$ cat src/rtl/zeus_io_controller_if.sv
// -----------------------------------------------------------------------------
// zeus_io_controller_if
// Bundles the control-unit / register-file / board-side signals of the Zeus
// I/O controller.
//   slave  modport : the controller (drives stall, read data, print registers)
//   master modport : the surrounding processor and board (drives requests)
// Signals:
//   confirma_bt     raw confirm button (asynchronous, active high)
//   entrada         N_IN switch channels, channel k at [k*IN_W +: IN_W]
//   ler_da_entrada  read request level from the control unit
//   in_sel          input channel select
//   stall           hold PC / register-file write
//   entrada_valida  one-cycle read-complete pulse
//   entrada_lida    extended captured input value
//   print_out       print request (one cycle per instruction)
//   out_sel         output channel select
//   print_dados_in  value to print (Rs)
//   print_dados     N_OUT output registers, channel k at [k*DATA_W +: DATA_W]
//   print_valid     per-channel one-cycle write pulse
// -----------------------------------------------------------------------------
interface zeus_io_controller_if #(
    parameter int DATA_W = 32,
    parameter int IN_W   = 16,
    parameter int N_IN   = 2,
    parameter int N_OUT  = 2,
    parameter int SEL_W  = (((N_IN > N_OUT) ? N_IN : N_OUT) > 1)
                           ? $clog2((N_IN > N_OUT) ? N_IN : N_OUT) : 1
);
    logic                    confirma_bt;
    logic [N_IN*IN_W-1:0]    entrada;
    logic                    ler_da_entrada;
    logic [SEL_W-1:0]        in_sel;
    logic                    stall;
    logic                    entrada_valida;
    logic [DATA_W-1:0]       entrada_lida;
    logic                    print_out;
    logic [SEL_W-1:0]        out_sel;
    logic [DATA_W-1:0]       print_dados_in;
    logic [N_OUT*DATA_W-1:0] print_dados;
    logic [N_OUT-1:0]        print_valid;

    modport slave (
        input  confirma_bt, entrada, ler_da_entrada, in_sel,
               print_out, out_sel, print_dados_in,
        output stall, entrada_valida, entrada_lida, print_dados, print_valid
    );

    modport master (
        output confirma_bt, entrada, ler_da_entrada, in_sel,
               print_out, out_sel, print_dados_in,
        input  stall, entrada_valida, entrada_lida, print_dados, print_valid
    );
endinterface

$ cat src/rtl/zeus_io_controller.sv
// -----------------------------------------------------------------------------
// zeus_io_controller
// Input/output unit for the Zeus processor, on the free-running system clock.
//   Input:  a read request stalls the core until a debounced rising edge of the
//           confirm button, then captures the selected switch channel
//           (sign- or zero-extended) and pulses entrada_valida for one cycle.
//           The FSM waits for button release before accepting another read, so
//           one press never completes two reads.
//   Output: a print request writes print_dados_in into the selected output
//           register and pulses that channel's print_valid bit for one cycle.
// Ports:
//   clock    system clock, rising edge
//   reset_n  synchronous reset, active low
//   io       zeus_io_controller_if.slave (see interface header)
// -----------------------------------------------------------------------------
module zeus_io_controller #(
    parameter int DATA_W          = 32,
    parameter int IN_W            = 16,
    parameter int N_IN            = 2,
    parameter int N_OUT           = 2,
    parameter int DEBOUNCE_CYCLES = 4,
    parameter int SIGN_EXT        = 1,
    parameter int SEL_W           = (((N_IN > N_OUT) ? N_IN : N_OUT) > 1)
                                    ? $clog2((N_IN > N_OUT) ? N_IN : N_OUT) : 1
) (
    input  logic                 clock,
    input  logic                 reset_n,
    zeus_io_controller_if.slave  io
);
    localparam int CNT_W = (DEBOUNCE_CYCLES > 1) ? $clog2(DEBOUNCE_CYCLES) : 1;
    localparam logic [CNT_W-1:0] CNT_MAX = CNT_W'(DEBOUNCE_CYCLES - 1);

    typedef enum logic [1:0] {
        IDLE,
        WAIT_PRESS,
        DONE,
        WAIT_RELEASE
    } state_e;

    state_e                  state_q, state_d;
    logic                    sync1_q, sync1_d;
    logic                    sync2_q, sync2_d;
    logic [CNT_W-1:0]        cnt_q, cnt_d;
    logic                    deb_q, deb_d;
    logic                    deb_dly_q, deb_dly_d;
    logic [DATA_W-1:0]       lida_q, lida_d;
    logic [N_OUT*DATA_W-1:0] print_dados_q, print_dados_d;
    logic [N_OUT-1:0]        print_valid_q, print_valid_d;

    logic                    btn_s;
    logic                    rise;
    logic [IN_W-1:0]         in_ch;
    logic [DATA_W-1:0]       in_ext;

    // Button path: 2-FF synchroniser, then a counter that must see the new
    // level on DEBOUNCE_CYCLES consecutive edges before deb follows it.
    always_comb begin
        // NOTE: every signal assigned in a combinational block gets a default
        // first so that no path leaves it unassigned and infers a latch.
        sync1_d   = io.confirma_bt;
        sync2_d   = sync1_q;
        btn_s     = sync2_q;
        deb_d     = deb_q;
        deb_dly_d = deb_q;
        cnt_d     = '0;
        if (btn_s != deb_q) begin
            if (cnt_q == CNT_MAX) begin
                deb_d = btn_s;
            end else begin
                cnt_d = cnt_q + CNT_W'(1);
            end
        end
        rise = deb_q & ~deb_dly_q;
    end

    // Channel select and extension; an out-of-range in_sel leaves in_ch at 0.
    always_comb begin
        in_ch = '0;
        for (int k = 0; k < N_IN; k++) begin
            if (io.in_sel == SEL_W'(k)) begin
                in_ch = io.entrada[k*IN_W +: IN_W];
            end
        end
        in_ext = '0;
        in_ext[IN_W-1:0] = in_ch;
        if (SIGN_EXT != 0 && in_ch[IN_W-1]) begin
            for (int i = IN_W; i < DATA_W; i++) begin
                in_ext[i] = 1'b1;
            end
        end
    end

    // Read FSM: next state and capture register.
    always_comb begin
        state_d = state_q;
        lida_d  = lida_q;
        unique case (state_q)
            IDLE: begin
                if (io.ler_da_entrada) begin
                    state_d = WAIT_PRESS;
                end
            end
            WAIT_PRESS: begin
                // A withdrawn request wins over a coincident press.
                if (!io.ler_da_entrada) begin
                    state_d = IDLE;
                end else if (rise) begin
                    lida_d  = in_ext;
                    state_d = DONE;
                end
            end
            DONE: begin
                state_d = WAIT_RELEASE;
            end
            WAIT_RELEASE: begin
                if (!deb_q) begin
                    state_d = IDLE;
                end
            end
            default: state_d = IDLE;
        endcase
    end

    // Print path: independent of the FSM, honoured even while stalled.
    always_comb begin
        print_dados_d = print_dados_q;
        print_valid_d = '0;
        for (int k = 0; k < N_OUT; k++) begin
            if (io.print_out && io.out_sel == SEL_W'(k)) begin
                print_dados_d[k*DATA_W +: DATA_W] = io.print_dados_in;
                print_valid_d[k]                  = 1'b1;
            end
        end
    end

    // NOTE: state registers use non-blocking assignments so every flop samples
    // the pre-edge value of every other flop, independent of statement order.
    always_ff @(posedge clock) begin
        if (!reset_n) begin
            state_q       <= IDLE;
            sync1_q       <= 1'b0;
            sync2_q       <= 1'b0;
            cnt_q         <= '0;
            deb_q         <= 1'b0;
            deb_dly_q     <= 1'b0;
            lida_q        <= '0;
            // NOTE: the output register bank is reset like any other flop
            // because its contents drive board outputs directly.
            print_dados_q <= '0;
            print_valid_q <= '0;
        end else begin
            state_q       <= state_d;
            sync1_q       <= sync1_d;
            sync2_q       <= sync2_d;
            cnt_q         <= cnt_d;
            deb_q         <= deb_d;
            deb_dly_q     <= deb_dly_d;
            lida_q        <= lida_d;
            print_dados_q <= print_dados_d;
            print_valid_q <= print_valid_d;
        end
    end

    // Stall is combinational so a new request stalls in its very first cycle.
    assign io.stall          = io.ler_da_entrada & (state_q != DONE);
    assign io.entrada_valida = (state_q == DONE);
    assign io.entrada_lida   = lida_q;
    assign io.print_dados    = print_dados_q;
    assign io.print_valid    = print_valid_q;
endmodule

$ cat src/flat_wrapper.sv
// flat-port wrapper written by rule: the top's interface ports become plain ports
module zeus_io_controller_flat 
#(
    parameter int DATA_W          = 32,
    parameter int IN_W            = 16,
    parameter int N_IN            = 2,
    parameter int N_OUT           = 2,
    parameter int DEBOUNCE_CYCLES = 4,
    parameter int SIGN_EXT        = 1,
    parameter int SEL_W           = (((N_IN > N_OUT) ? N_IN : N_OUT) > 1)
                                    ? $clog2((N_IN > N_OUT) ? N_IN : N_OUT) : 1
)
  (clock, reset_n, io_confirma_bt, io_entrada, io_ler_da_entrada, io_in_sel, io_print_out, io_out_sel, io_print_dados_in, io_stall, io_entrada_valida, io_entrada_lida, io_print_dados, io_print_valid);
  zeus_io_controller_if #(.DATA_W(DATA_W), .IN_W(IN_W), .N_IN(N_IN), .N_OUT(N_OUT), .SEL_W(SEL_W)) io_i ();
  input  logic clock;
  input  logic reset_n;
  input wire logic [$bits(io_i.confirma_bt)-1:0] io_confirma_bt;
  input wire logic [$bits(io_i.entrada)-1:0] io_entrada;
  input wire logic [$bits(io_i.ler_da_entrada)-1:0] io_ler_da_entrada;
  input wire logic [$bits(io_i.in_sel)-1:0] io_in_sel;
  input wire logic [$bits(io_i.print_out)-1:0] io_print_out;
  input wire logic [$bits(io_i.out_sel)-1:0] io_out_sel;
  input wire logic [$bits(io_i.print_dados_in)-1:0] io_print_dados_in;
  output wire logic [$bits(io_i.stall)-1:0] io_stall;
  output wire logic [$bits(io_i.entrada_valida)-1:0] io_entrada_valida;
  output wire logic [$bits(io_i.entrada_lida)-1:0] io_entrada_lida;
  output wire logic [$bits(io_i.print_dados)-1:0] io_print_dados;
  output wire logic [$bits(io_i.print_valid)-1:0] io_print_valid;
  assign io_i.confirma_bt = io_confirma_bt;
  assign io_i.entrada = io_entrada;
  assign io_i.ler_da_entrada = io_ler_da_entrada;
  assign io_i.in_sel = io_in_sel;
  assign io_i.print_out = io_print_out;
  assign io_i.out_sel = io_out_sel;
  assign io_i.print_dados_in = io_print_dados_in;
  assign io_stall = io_i.stall;
  assign io_entrada_valida = io_i.entrada_valida;
  assign io_entrada_lida = io_i.entrada_lida;
  assign io_print_dados = io_i.print_dados;
  assign io_print_valid = io_i.print_valid;
  zeus_io_controller #(.DATA_W(DATA_W), .IN_W(IN_W), .N_IN(N_IN), .N_OUT(N_OUT), .DEBOUNCE_CYCLES(DEBOUNCE_CYCLES), .SIGN_EXT(SIGN_EXT), .SEL_W(SEL_W)) u_core (.clock(clock), .reset_n(reset_n), .io(io_i));
endmodule
$ cat config.mk
export PLATFORM = sky130hd
export DESIGN_NAME = zeus_io_controller_flat
export DESIGN_NICKNAME = d
export VERILOG_FILES = /design/src/rtl/zeus_io_controller_if.sv /design/src/rtl/zeus_io_controller.sv /design/src/flat_wrapper.sv
export SDC_FILE = /design/constraint.sdc
export NUM_CORES = 1
export LEC_CHECK = 0
export ABC_AREA = 1
export BUFFER_PORTS_ARGS = -buffer_cell sky130_fd_sc_hd__buf_2
export CAP_MARGIN = 20
export CORE_UTILIZATION = 51
export CTS_BUF_LIST = sky130_fd_sc_hd__clkbuf_4 sky130_fd_sc_hd__clkbuf_8
export DETAILED_ROUTE_END_ITERATION = 7
export PLACE_DENSITY_LB_ADDON = 0.25
export SLEW_MARGIN = 0
export SYNTH_ARGS = -nofsm -noshare
export SYNTH_HDL_FRONTEND = slang
export SYNTH_SLANG_ARGS = --single-unit
$ cat constraint.sdc
create_clock -name clock -period 1.64 [get_ports clock]
set_clock_uncertainty 0.05 [all_clocks]
set_input_delay 0.082 -clock clock [delete_from_list [all_inputs] [get_ports clock]]
set_output_delay 0.082 -clock clock [all_outputs]
set_load 0.02 [all_outputs]
; After elaboration in Yosys (flattened, before gate mapping)
; Index checks and enable logic that the tools add are counted.
[op_classes]
mux = 9
n_eq_ne = 9
reduce_logical = 7
addsub = 1
bitwise = 6
[op_table]
columns = cell, n
row1 = $mux W16, 2
row2 = $mux W2, 4
row3 = $pmux W2 S4, 1
row4 = $eq A2 B2 Y1 const B, 3
row5 = $ne A2 B2 Y1 const B, 3
row6 = $reduce_and A3 Y1, 2
row7 = $not A1 Y1, 4
row8 = $ne A3 B2 Y1 const B, 1
row9 = $reduce_or A3 Y1, 1
row10 = $add A2 B1 Y2 const B, 1
row11 = $and A1 B1 Y1, 2
row12 = $eq A2 B1 Y1 const B, 1
row13 = $logic_and A1 B1 Y1, 2
row14 = $logic_not A2 Y1, 1
row15 = $mux W1, 2
row16 = $reduce_and A2 Y1, 1
row17 = $ne A1 B1 Y1, 1
[word_totals]
output_inout_bits = 100
ff_bits = 106
input_bits = 71
wordCells = 42

; Longest topological paths before layout
; Gate-level depths: netlist of the first run.
[depth]
ltp_word = 5
ltp_mapped = 8
ltp_nobuf = 7

; Least setup slack after synthesis of the first run
; No wires, ideal clock.
[synth_timing]
path_type = reg2out
start = register (tool-made name)
end = output io_stall
arrival_time_ps = 966
setup_slack_ps = 542
path_buffers = 0
path_stages_with_launch = 4
t_required_ps = 1508
cell_sequence = dfxtp_1 > inv_1 > nor2_1 > nor2_1
[synth_lines]
columns = element, line_no
row1 = "end, declared", flat_wrapper.sv:24  ; output wire logic [$bits(io_i.stall)-1:0] io_stall;

==> flow_summary.json, run 1 <==
{
  "insertedDiodeCount": 0,
  "clk_pin_slew_ps": 90,
  "groute.usage.overall_pct": 25.38,
  "clockRootBuffer": "clkbuf_8",
  "synth-async-reset-ratio_pct": 0,
  "drt_iter0_drc": 153,
  "cts_setup_buffers": 0,
  "min_period_ps": 1322,
  "synth_commonest_cells": "168 x nor2_1, 90 x dfxtp_1, 75 x o21ai_0",
  "start_util_pct": 52.74,
  "antenna_found_initial": 0,
  "timing.slew.headroom_pct": 58.94,
  "power_mw": 4.728,
  "yosysWarnings": 0,
  "syn_avg_cell_area_um2": 7.181,
  "synth_compound_area_share_pct": 12.26,
  "multi_input_area_mm2": 0.001340,
  "num-fill-cells": 562,
  "timing.setup.tns_ps": 0,
  "synth_xor_area_share_pct": 0,
  "grt_first_pass_wirelength_mm": 14.63,
  "synth_top_area_share_pct": 50.28,
  "remaining_drc_errors": 0,
  "outcome": "finished, final reports clean",
  "synth_top_family_by_area": "simple AND/OR/NAND/NOR gates",
  "ctsHtreeMaxLevel": 3,
  "start_kind": "flip-flop",
  "drive_gt1_share_pct": 28.78,
  "wl_per_cell_um": 12.00,
  "rsz0062_at_grt": "false",
  "critPathMaxFanout": 4,
  "yosys.area_share.simple_pct": 24.79,
  "ctsResizeCount": 0,
  "synth.area.top_cells": "dfxtp_1 50%, nor2_1 18%, o21ai_0 10%",
  "synthAdderAreaFrac_pct": 0.3492,
  "synth_nets": 571,
  "dp_hpwl_mm": 5.680,
  "final_nets": 748,
  "cts_buffers": 9,
  "netlist-cell-type-count": 20,
  "rows": 30,
  "max_freq_ghz": 0.7564,
  "min_path_type": "input port to flip-flop",
  "ant_nets": 0,
  "core_area_mm2": 0.006794,
  "wirelength_mm": 9.327,
  "ys.flop_type": "dfxtp_1",
  "dieHeight_um": 85.83,
  "min_from": "io_entrada[28]",
  "dp_cells": 727,
  "seq_area_frac_synth_pct": 50.28,
  "tritoncts": "yes",
  "num_io_pins": 171,
  "dieWidth_um": 85.83,
  "period_share_pct": 80.62,
  "leakagePower_nw": 2.690,
  "yosysMostFrequentCell": "nor2_1",
  "ys_ff_latch": 90,
  "slew_violations": 0,
  "regArea_mm2": 0.001802,
  "synth_edf_count": 0,
  "clock_tree.buffer_depth": 2,
  "setup_violations": 0,
  "cp.required_ps": 1510,
  "num_vias": 3620,
  "viasPerCell": 4.659,
  "insertion_delay_ps": 350,
  "die_area_mm2": 0.007366,
  "overflow": 0,
  "powerDensity_mw_per_mm2": 966.2,
  "ir_drop_mv": 0.7245,
  "crit_type": "flip-flop to output port",
  "arrival_ps": 1190,
  "grt_max_degree": 41,
  "instances_no_fill": 777,
  "yosysTopAreaCell": "dfxtp_1",
  "synth_area_mm2": 0.003583,
  "clock_sinks": 90,
  "drv_cap": 0,
  "grt_pass1_vias": 3210,
  "synth_cells": 499,
  "holdBufCountCts": 34,
  "first_pass_iters": 4,
  "reg2reg_from": "u_core.deb_dly_d$_SDFFE_PN0P_",
  "gp_congestion": 0.7445,
  "critPathCaptureType": "output port",
  "port_buffers": 170,
  "report.final.hold_viol_count": 0,
  "worst_pin_slew_ps": 615.0,
  "design_area_mm2": 0.004893,
  "placed_area_mm2": 0.004327,
  "syn_to_final_growth_pct": 36.56,
  "synth_mux_area_share_pct": 0
}
worst paths after layout:
kind	end	slack (ps)	cells after the start
hold reg to reg	u_core.cnt_q[0]$_SDFF_PP0_	390	1
hold / removal	u_core.io.entrada_lida[12]$_SDFFE_PN0P_	20	5
setup / recovery	io_stall	320	4
setup reg to reg	u_core.io.entrada_lida[2]$_SDFFE_PN0P_	430	6
metal layers:
metal	vias to the layer above	share of wire [%]	GRT usage, %
met1	1577	42	29.61
met5	-	0	0
met2	151	48	42.76
met4	0	3.0	13.18
li1	1863	-	-
met3	29	7.3	6.930
final cells by class:
type                    count  share of cell area (%)
clock buffers              10                   2.813
inverters                  47                   3.605
flip-flops and latches     90                   36.82
repair buffers            209                   25.11
clock inverters             6                   1.815
well taps                  96                   2.455
multi-input cells         319                   27.38
worst max-delay path: stages, from the launching register on:
cell,delay (ps)
dfxtp_1,420
inv_1,100
nor2_1,130
nor2_1,50
buf_2,150
kinds of logic (layout without fill, tap and decap cells):
| logic type | Yosys count | in the layout |
|---|---|---|
| AND/OR/NAND/NOR | 231 | 231 |
| flip-flops | 90 | 90 |
| AO/OA/AOI/OAI | 87 | 87 |
| adder cells (fa/ha/maj) | 1 | 1 |
| buffers and inverters | 90 | 272 |
cells in the final DEF, fill, tap and decap left out, types with 2 or more instances in the layout:
| cell | netlist | routed |
|---|---|---|
| a21oi_1 | 2 | 2 |
| buf_2 | 8 | 170 |
| buf_4 | 19 | 5 |
| bufinv_16 | 0 | 2 |
| clkbuf_8 | 0 | 10 |
| clkinvlp_4 | 0 | 2 |
| dfxtp_1 | 90 | 90 |
| dlygate4sd3_1 | 0 | 34 |
| inv_1 | 46 | 46 |
| nand2_1 | 58 | 58 |
| nor2_1 | 168 | 168 |
| o21ai_0 | 75 | 75 |
| o21ai_1 | 8 | 8 |
flip-flops by register name (all words and copies together), names as in the netlist, named ones only:
name / flops
u_core.btn_s: 1
u_core.cnt_q: 2
u_core.deb_dly_d: 1
u_core.deb_dly_q: 1
u_core.io.entrada_lida: 16
u_core.io.print_dados: 64
u_core.io.print_valid: 2
u_core.state_q: 1
u_core.sync1_q: 1
through the flow:
step	worst slack, ps	hold WS [ps]	util (%)
6_report	317.9	19.25	72.03
5_1_grt	225.6	33.54	72.03
4_1_cts	293.8	10.38	72.03
3_5_place_dp	431.3	228.1	63.68
3_3_place_gp	512.5	223.2	63.68
2_1_floorplan	542.4	129.6	-
report_power, final:
| part | total, mW | internal [mW] | leakage [nW] | switching (mW) |
|---|---|---|---|---|
| clock network | 1.69 | 0.903 | 0.109 | 0.785 |
| logic | 0.688 | 0.273 | 1.84 | 0.414 |
| registers | 2.35 | 2.30 | 0.739 | 0.0573 |
| total | 4.73 | 3.47 | 2.69 | 1.26 |
Power figures use the tool's default switching activity.
==> inputs of run 2 (changes only) <==
--- a/config.mk
+++ b/config.mk
@@ -8,7 +8,7 @@
 export ABC_AREA = 1
 export BUFFER_PORTS_ARGS = -buffer_cell sky130_fd_sc_hd__buf_2
 export CAP_MARGIN = 20
-export CORE_UTILIZATION = 51
+export CORE_UTILIZATION = 48
 export CTS_BUF_LIST = sky130_fd_sc_hd__clkbuf_4 sky130_fd_sc_hd__clkbuf_8
 export DETAILED_ROUTE_END_ITERATION = 7
 export PLACE_DENSITY_LB_ADDON = 0.25
==> constraint.sdc (replaced) <==
create_clock -name clock -period 1.35 [get_ports clock]
set_clock_uncertainty 0.05 [all_clocks]
set_input_delay 0.0675 -clock clock [delete_from_list [all_inputs] [get_ports clock]]
set_output_delay 0.0675 -clock clock [all_outputs]
set_load 0.02 [all_outputs]
==> run 2 against run 1 <==
Global-route usage decreased by 2.0 points; register-to-register slack got worse by 280 ps; via count increased by 0.39%; routed wire length decreased by 1.4%; critical path depth decreased by 1; die area increased by 6.1%; sequential share of layout area decreased by 0.65 points; final area increased by 2.0%; count of clock-buffer cells in the layout decreased by 1.
==> flow_summary.json, run 2 (synthesis gave the netlist of run 1 again) <==
{
  "antenna_found_initial": 0,
  "insertion_delay_ps": 350,
  "gp_congestion": 0.7903,
  "reg2reg_setup_slack_ps": 150,
  "ctsHtreeMaxLevel": 3,
  "final_nets": 759,
  "placed_area_mm2": 0.004380,
  "critPathMaxFanout": 6,
  "dp_slack_ps": 131.7,
  "setup_slack_ps": 112.4,
  "p_sw_share_pct": 27.87,
  "drive_gt1_share_pct": 29.48,
  "powerDensity_mw_per_mm2": 1114,
  "multi_input_area_mm2": 0.001349,
  "timing.slew.headroom_pct": 71.52,
  "start_util_pct": 49.40,
  "dieWidth_um": 88.41,
  "mostFrequentLayoutCell": "buf_2",
  "drv_cap": 0,
  "wirelength_mm": 9.201,
  "cp.required_ps": 1230,
  "p_int_mw": 4.010,
  "slew_violations": 0,
  "largest_register_ffs": 64,
  "clock_sinks": 90,
  "rows": 31,
  "critPathCaptureType": "output port",
  "min_period_ps": 1238,
  "dieHeight_um": 88.41,
  "max_freq_ghz": 0.8080,
  "crit_start": "u_core.state_q[0]$_SDFFE_PN0P_",
  "grt_first_pass_wirelength_mm": 13.84,
  "grt_pass1_vias": 3104,
  "num-fill-cells": 610,
  "first_pass_iters": 4,
  "layout_common_cells": "170 x buf_2, 168 x nor2_1, 87 x dfxtp_1",
  "setup_violations": 0,
  "reg2reg_from": "u_core.state_q[0]$_SDFFE_PN0P_",
  "insertedDiodeCount": 0,
  "clk_pin_slew_ps": 90,
  "num_io_pins": 171,
  "final_core_util_pct": 68.83,
  "report.final.hold_viol_count": 0,
  "comb_power_share_pct": 15.5,
  "clockRootBuffer": "clkbuf_8",
  "num_vias": 3634,
  "remaining_drc_errors": 0,
  "overflow": 0,
  "drt_iter0_drc": 82,
  "ant_nets": 0,
  "crit_type": "flip-flop to output port",
  "dp_hpwl_mm": 6.022,
  "outcome": "finished, final reports clean",
  "rsz0062_at_grt": "false",
  "clock_tree.buffer_depth": 2,
  "worst_pin_slew_ps": 427.2,
  "viasPerCell": 4.594,
  "min_path_type": "input port to flip-flop",
  "leakagePower_nw": 2.713,
  "timing.setup.tns_ps": 0,
  "clkPwrFrac_pct": 33.2,
  "design_area_mm2": 0.004992,
  "regArea_mm2": 0.001805,
  "start_kind": "flip-flop",
  "ir_drop_mv": 0.7205,
  "cts_buffers": 9,
  "min_from": "io_entrada[22]",
  "die_area_mm2": 0.007815,
  "sequentialPowerShare_pct": 51.3,
  "p_sw_mw": 1.550,
  "port_buffers": 170,
  "groute.usage.overall_pct": 23.33,
  "cts_setup_buffers": 0,
  "wl_per_cell_um": 11.63,
  "syn_to_final_growth_pct": 39.32,
  "core_area_mm2": 0.007253,
  "period_share_pct": 91.67,
  "arrival_ps": 1120,
  "grt_max_degree": 34,
  "tritoncts": "yes"
}
==> run 2: per-stage QoR <==
step                      cells  hold WS (ps)  power, mW
after floorplan             499         115.1      3.355
after global placement      735         217.9      3.662
after detailed placement    735         224.5      3.679
after CTS                   791         5.256      5.600
after global routing        791         45.33      5.823
final                       791         21.79      5.560
==> run 2: critical path, cell delays in order (launching register included) <==
cell and delay [ps]:
dfxtp_1 440, nor2_1 90, nor2_1 80, buf_2 160
==> run 2: path summary, 6_finish.rpt <==
check                                                         endpoint  depth (start not counted)
worst max-delay path                                          io_stall                          3
worst min-delay path            u_core.io.entrada_lida[6]$_SDFFE_PN0P_                          5
worst max register to register  u_core.io.entrada_lida[2]$_SDFFE_PN0P_                          6
worst min register to register                 u_core.btn_s$_SDFF_PN0_                          2
==> run 2: area by class of cell <==
type                            count  area share [%]
Tap cell                           99           2.481
Clock buffer                        9           2.481
Inverter                           47           3.534
Multi-Input combinational cell    319           27.02
Timing Repair Buffer              220           26.82
Sequential cell                    90           36.17
Clock inverter                      7           1.504
==> run 2: routing by layer <==
metal	up-vias	share of wire, %	track usage (%)	wire length [um]
met4	0	2.1	11.00	197
met5	-	0	0	0
met2	141	48	41.68	4421
met1	1592	42	25.41	3838
met3	15	8.1	6.716	745
li1	1886	-	-	-
==> run 2: what timing repair did <==
item                       in CTS  in global routing
hold buffers                   40                  0
resized for setup               0                  4
setup endpoints to repair       0                 20
hold endpoints to repair       72                  0
==> run 2: power by group through the flow <==
| stage | clock [mW] | sequential, mW | combinational, mW |
|---|---|---|---|
| final | 1.84 | 2.85 | 0.862 |
| after global routing | 2.00 | 2.87 | 0.949 |
| after CTS | 1.89 | 2.85 | 0.856 |
| after detailed placement | 0 | 2.91 | 0.766 |
| after global placement | 0 | 2.91 | 0.755 |
| after floorplan | 0 | 3.07 | 0.284 |
==> inputs of run 3 (changes only) <==
--- a/config.mk
+++ b/config.mk
@@ -5,7 +5,6 @@
 export SDC_FILE = /design/constraint.sdc
 export NUM_CORES = 1
 export LEC_CHECK = 0
-export ABC_AREA = 1
 export BUFFER_PORTS_ARGS = -buffer_cell sky130_fd_sc_hd__buf_2
 export CAP_MARGIN = 20
 export CORE_UTILIZATION = 48
==> constraint.sdc (replaced) <==
create_clock -name clock -period 1.2 [get_ports clock]
set_clock_uncertainty 0.05 [all_clocks]
set_input_delay 0.06 -clock clock [delete_from_list [all_inputs] [get_ports clock]]
set_output_delay 0.06 -clock clock [all_outputs]
set_load 0.02 [all_outputs]
==> run 3 against run 2 <==
The flow now finishes with violations (setup timing); routed wire length is 3.4% higher; via count is 5.6% lower; count of clock-buffer cells in the layout is 3 higher; critical endpoint unchanged; hold slack better by 2.3 ps; register-to-register slack worse by 170 ps; setup slack worse by 170 ps; sequential power is 10% higher; critical path depth stayed put; critical path type unchanged; combinational power is 5.0% higher.
==> flow_summary.json, run 3 <==
{
  "dp_cells": 641,
  "arrival_ps": 1150,
  "cts_buffers": 9,
  "final_core_util_pct": 71.14,
  "port_buffers": 170,
  "outcome": "finished with violations",
  "insertedDiodeCount": 0,
  "powerDensity_mw_per_mm2": 1181,
  "report.final.hold_viol_count": 0,
  "drt_iter0_drc": 101,
  "setup_slack_ps": -61.16,
  "yosysMostFrequentCell": "nand2_1",
  "start_kind": "flip-flop",
  "num_vias": 3429,
  "num_io_pins": 171,
  "dieHeight_um": 89.32,
  "largest_register_ffs": 64,
  "slew_violations": 0,
  "power_mw": 6.161,
  "tritoncts": "yes",
  "min_period_ps": 1261,
  "cp_top_family": "flip-flops",
  "final_nets": 667,
  "insertion_delay_ps": 340,
  "yosysWarnings": 0,
  "clock_sinks": 90,
  "synth.area.top_cells": "dfxtp_1 49%, nand2_1 13%, a21boi_1 13%",
  "ctsHtreeMaxLevel": 3,
  "syn_avg_cell_area_um2": 9.036,
  "synth_cells": 405,
  "core_area_mm2": 0.007331,
  "gp_congestion": 0.7071,
  "critPathMaxFanout": 3,
  "viasPerCell": 4.906,
  "max_freq_ghz": 0.7929,
  "violations": "setup timing",
  "wl_per_cell_um": 13.61,
  "rows": 31,
  "ys.flop_type": "dfxtp_1",
  "synth_area_mm2": 0.003660,
  "rsz0062_at_grt": "true",
  "min_path_type": "input port to flip-flop",
  "dieWidth_um": 89.32,
  "syn_to_final_growth_pct": 42.50,
  "worst_pin_slew_ps": 310.2,
  "synth-async-reset-ratio_pct": 0,
  "synth_nets": 477,
  "cp.required_ps": 1090,
  "die_area_mm2": 0.007978,
  "clockRootBuffer": "clkbuf_8",
  "crit_type": "flip-flop to output port",
  "critPathSlowestCell": "dfxtp_4",
  "groute.usage.overall_pct": 22.82,
  "start_util_pct": 49.92,
  "timing.slew.headroom_pct": 79.32,
  "ir_drop_mv": 0.6362,
  "instances_no_fill": 699,
  "ys_ff_latch": 90,
  "num-fill-cells": 580,
  "mostFrequentLayoutCell": "buf_2",
  "first_pass_iters": 4,
  "layout_common_cells": "169 x buf_2, 130 x nand2_1, 86 x dfxtp_1",
  "seq_area_frac_synth_pct": 49.23,
  "crit_chain": "and2b_2, nor2b_1, buf_4",
  "path_buf_inv": 1,
  "grt_max_degree": 51,
  "wirelength_mm": 9.516,
  "antenna_found_initial": 0,
  "overflow": 0,
  "yosysTopAreaCell": "dfxtp_1",
  "ant_nets": 0,
  "max_stage_delay_ps": 350,
  "synth_edf_count": 0,
  "dp_hpwl_mm": 6.137,
  "clk_pin_slew_ps": 80,
  "period_share_pct": 105.1,
  "grt_pass1_vias": 3181,
  "regArea_mm2": 0.001812,
  "setup_violations": 17,
  "multi_input_area_mm2": 0.001585,
  "netlist-cell-type-count": 31,
  "clock_tree.buffer_depth": 2,
  "drive_gt1_share_pct": 36.33,
  "remaining_drc_errors": 0,
  "grt_first_pass_wirelength_mm": 13.98,
  "synth_commonest_cells": "130 x nand2_1, 90 x dfxtp_1, 64 x a21boi_1",
  "synth_top_area_share_pct": 49.23,
  "drv_cap": 0,
  "critPathCaptureType": "output port",
  "leakagePower_nw": 2.704
}
run 3: cell families after synthesis:
kind of cell	share of synthesized area (%)
adder cells (fa/ha/maj)	0.3418
AO/OA/AOI/OAI	17.95
XOR/XNOR	0.2394
AND/OR/NAND/NOR	19.38
multiplexers	4.649
buffers and inverters	8.205
flip-flops	49.23
run 3: power breakdown:
group          internal [mW]  switching (mW)
Combinational          0.431           0.474
Clock                   1.10            1.02
Sequential              3.09          0.0514
run 3: area by class of cell:
class	instances	share of cell area [%]
Clock buffer	12	3.047
Clock inverter	4	0.9597
Inverter	1	0.07198
Multi-Input combinational cell	267	30.40
Sequential cell	90	34.74
Tap cell	99	2.375
Timing Repair Buffer	226	28.41
run 3: repair_timing:
action,CTS,global route
hold buffers,36,0
resized for setup,3,9
endpoints found under the setup margin,19,40
gates cloned,0,3
setup buffers,1,2
hold endpoints to repair,67,0
run 3: worst min-delay path, cell delays in order:
cell,delay [ps]
buf_2,70
mux2i_1,50
nand3_1,80
o211a_1,130
run 3: final timing paths:
check                           slack (ps)  cells after the start                                endpoint                            from
worst max-delay path                   -60                      3                                io_stall                       flip-flop
worst min-delay path                    20                      4  u_core.io.entrada_lida[1]$_SDFFE_PN0P_                   io_entrada[1]
worst max register to register         -20                      4                               flip-flop  u_core.state_q[0]$_SDFFE_PN0P_
worst min register to register         390                      1                 u_core.btn_s$_SDFF_PN0_       u_core.sync1_q$_SDFF_PN0_
run 3: metrics by stage:
step / hold slack (ps) / TNS [ps] / cell area, um2 / worst slack, ps
floorplan: 137.3 / -1132 / 3662 / -113.2
global placement: 221.4 / 0 / 4531 / 115.2
detailed placement: 219.8 / 0 / 4531 / 83.73
CTS: 17.01 / -314.2 / 5112 / -73.92
global route: 25.59 / -812.1 / 5215 / -112.1
finish: 24.07 / -216.2 / 5215 / -61.16
run 3: metal layers:
metal | vias to the layer above | global-route usage (%) | wire (um)
li1 | 1701 | - | -
met1 | 1592 | 26.60 | 4097
met2 | 118 | 41.01 | 4699
met3 | 18 | 4.155 | 511
met4 | 0 | 9.668 | 208
met5 | - | 0 | 0
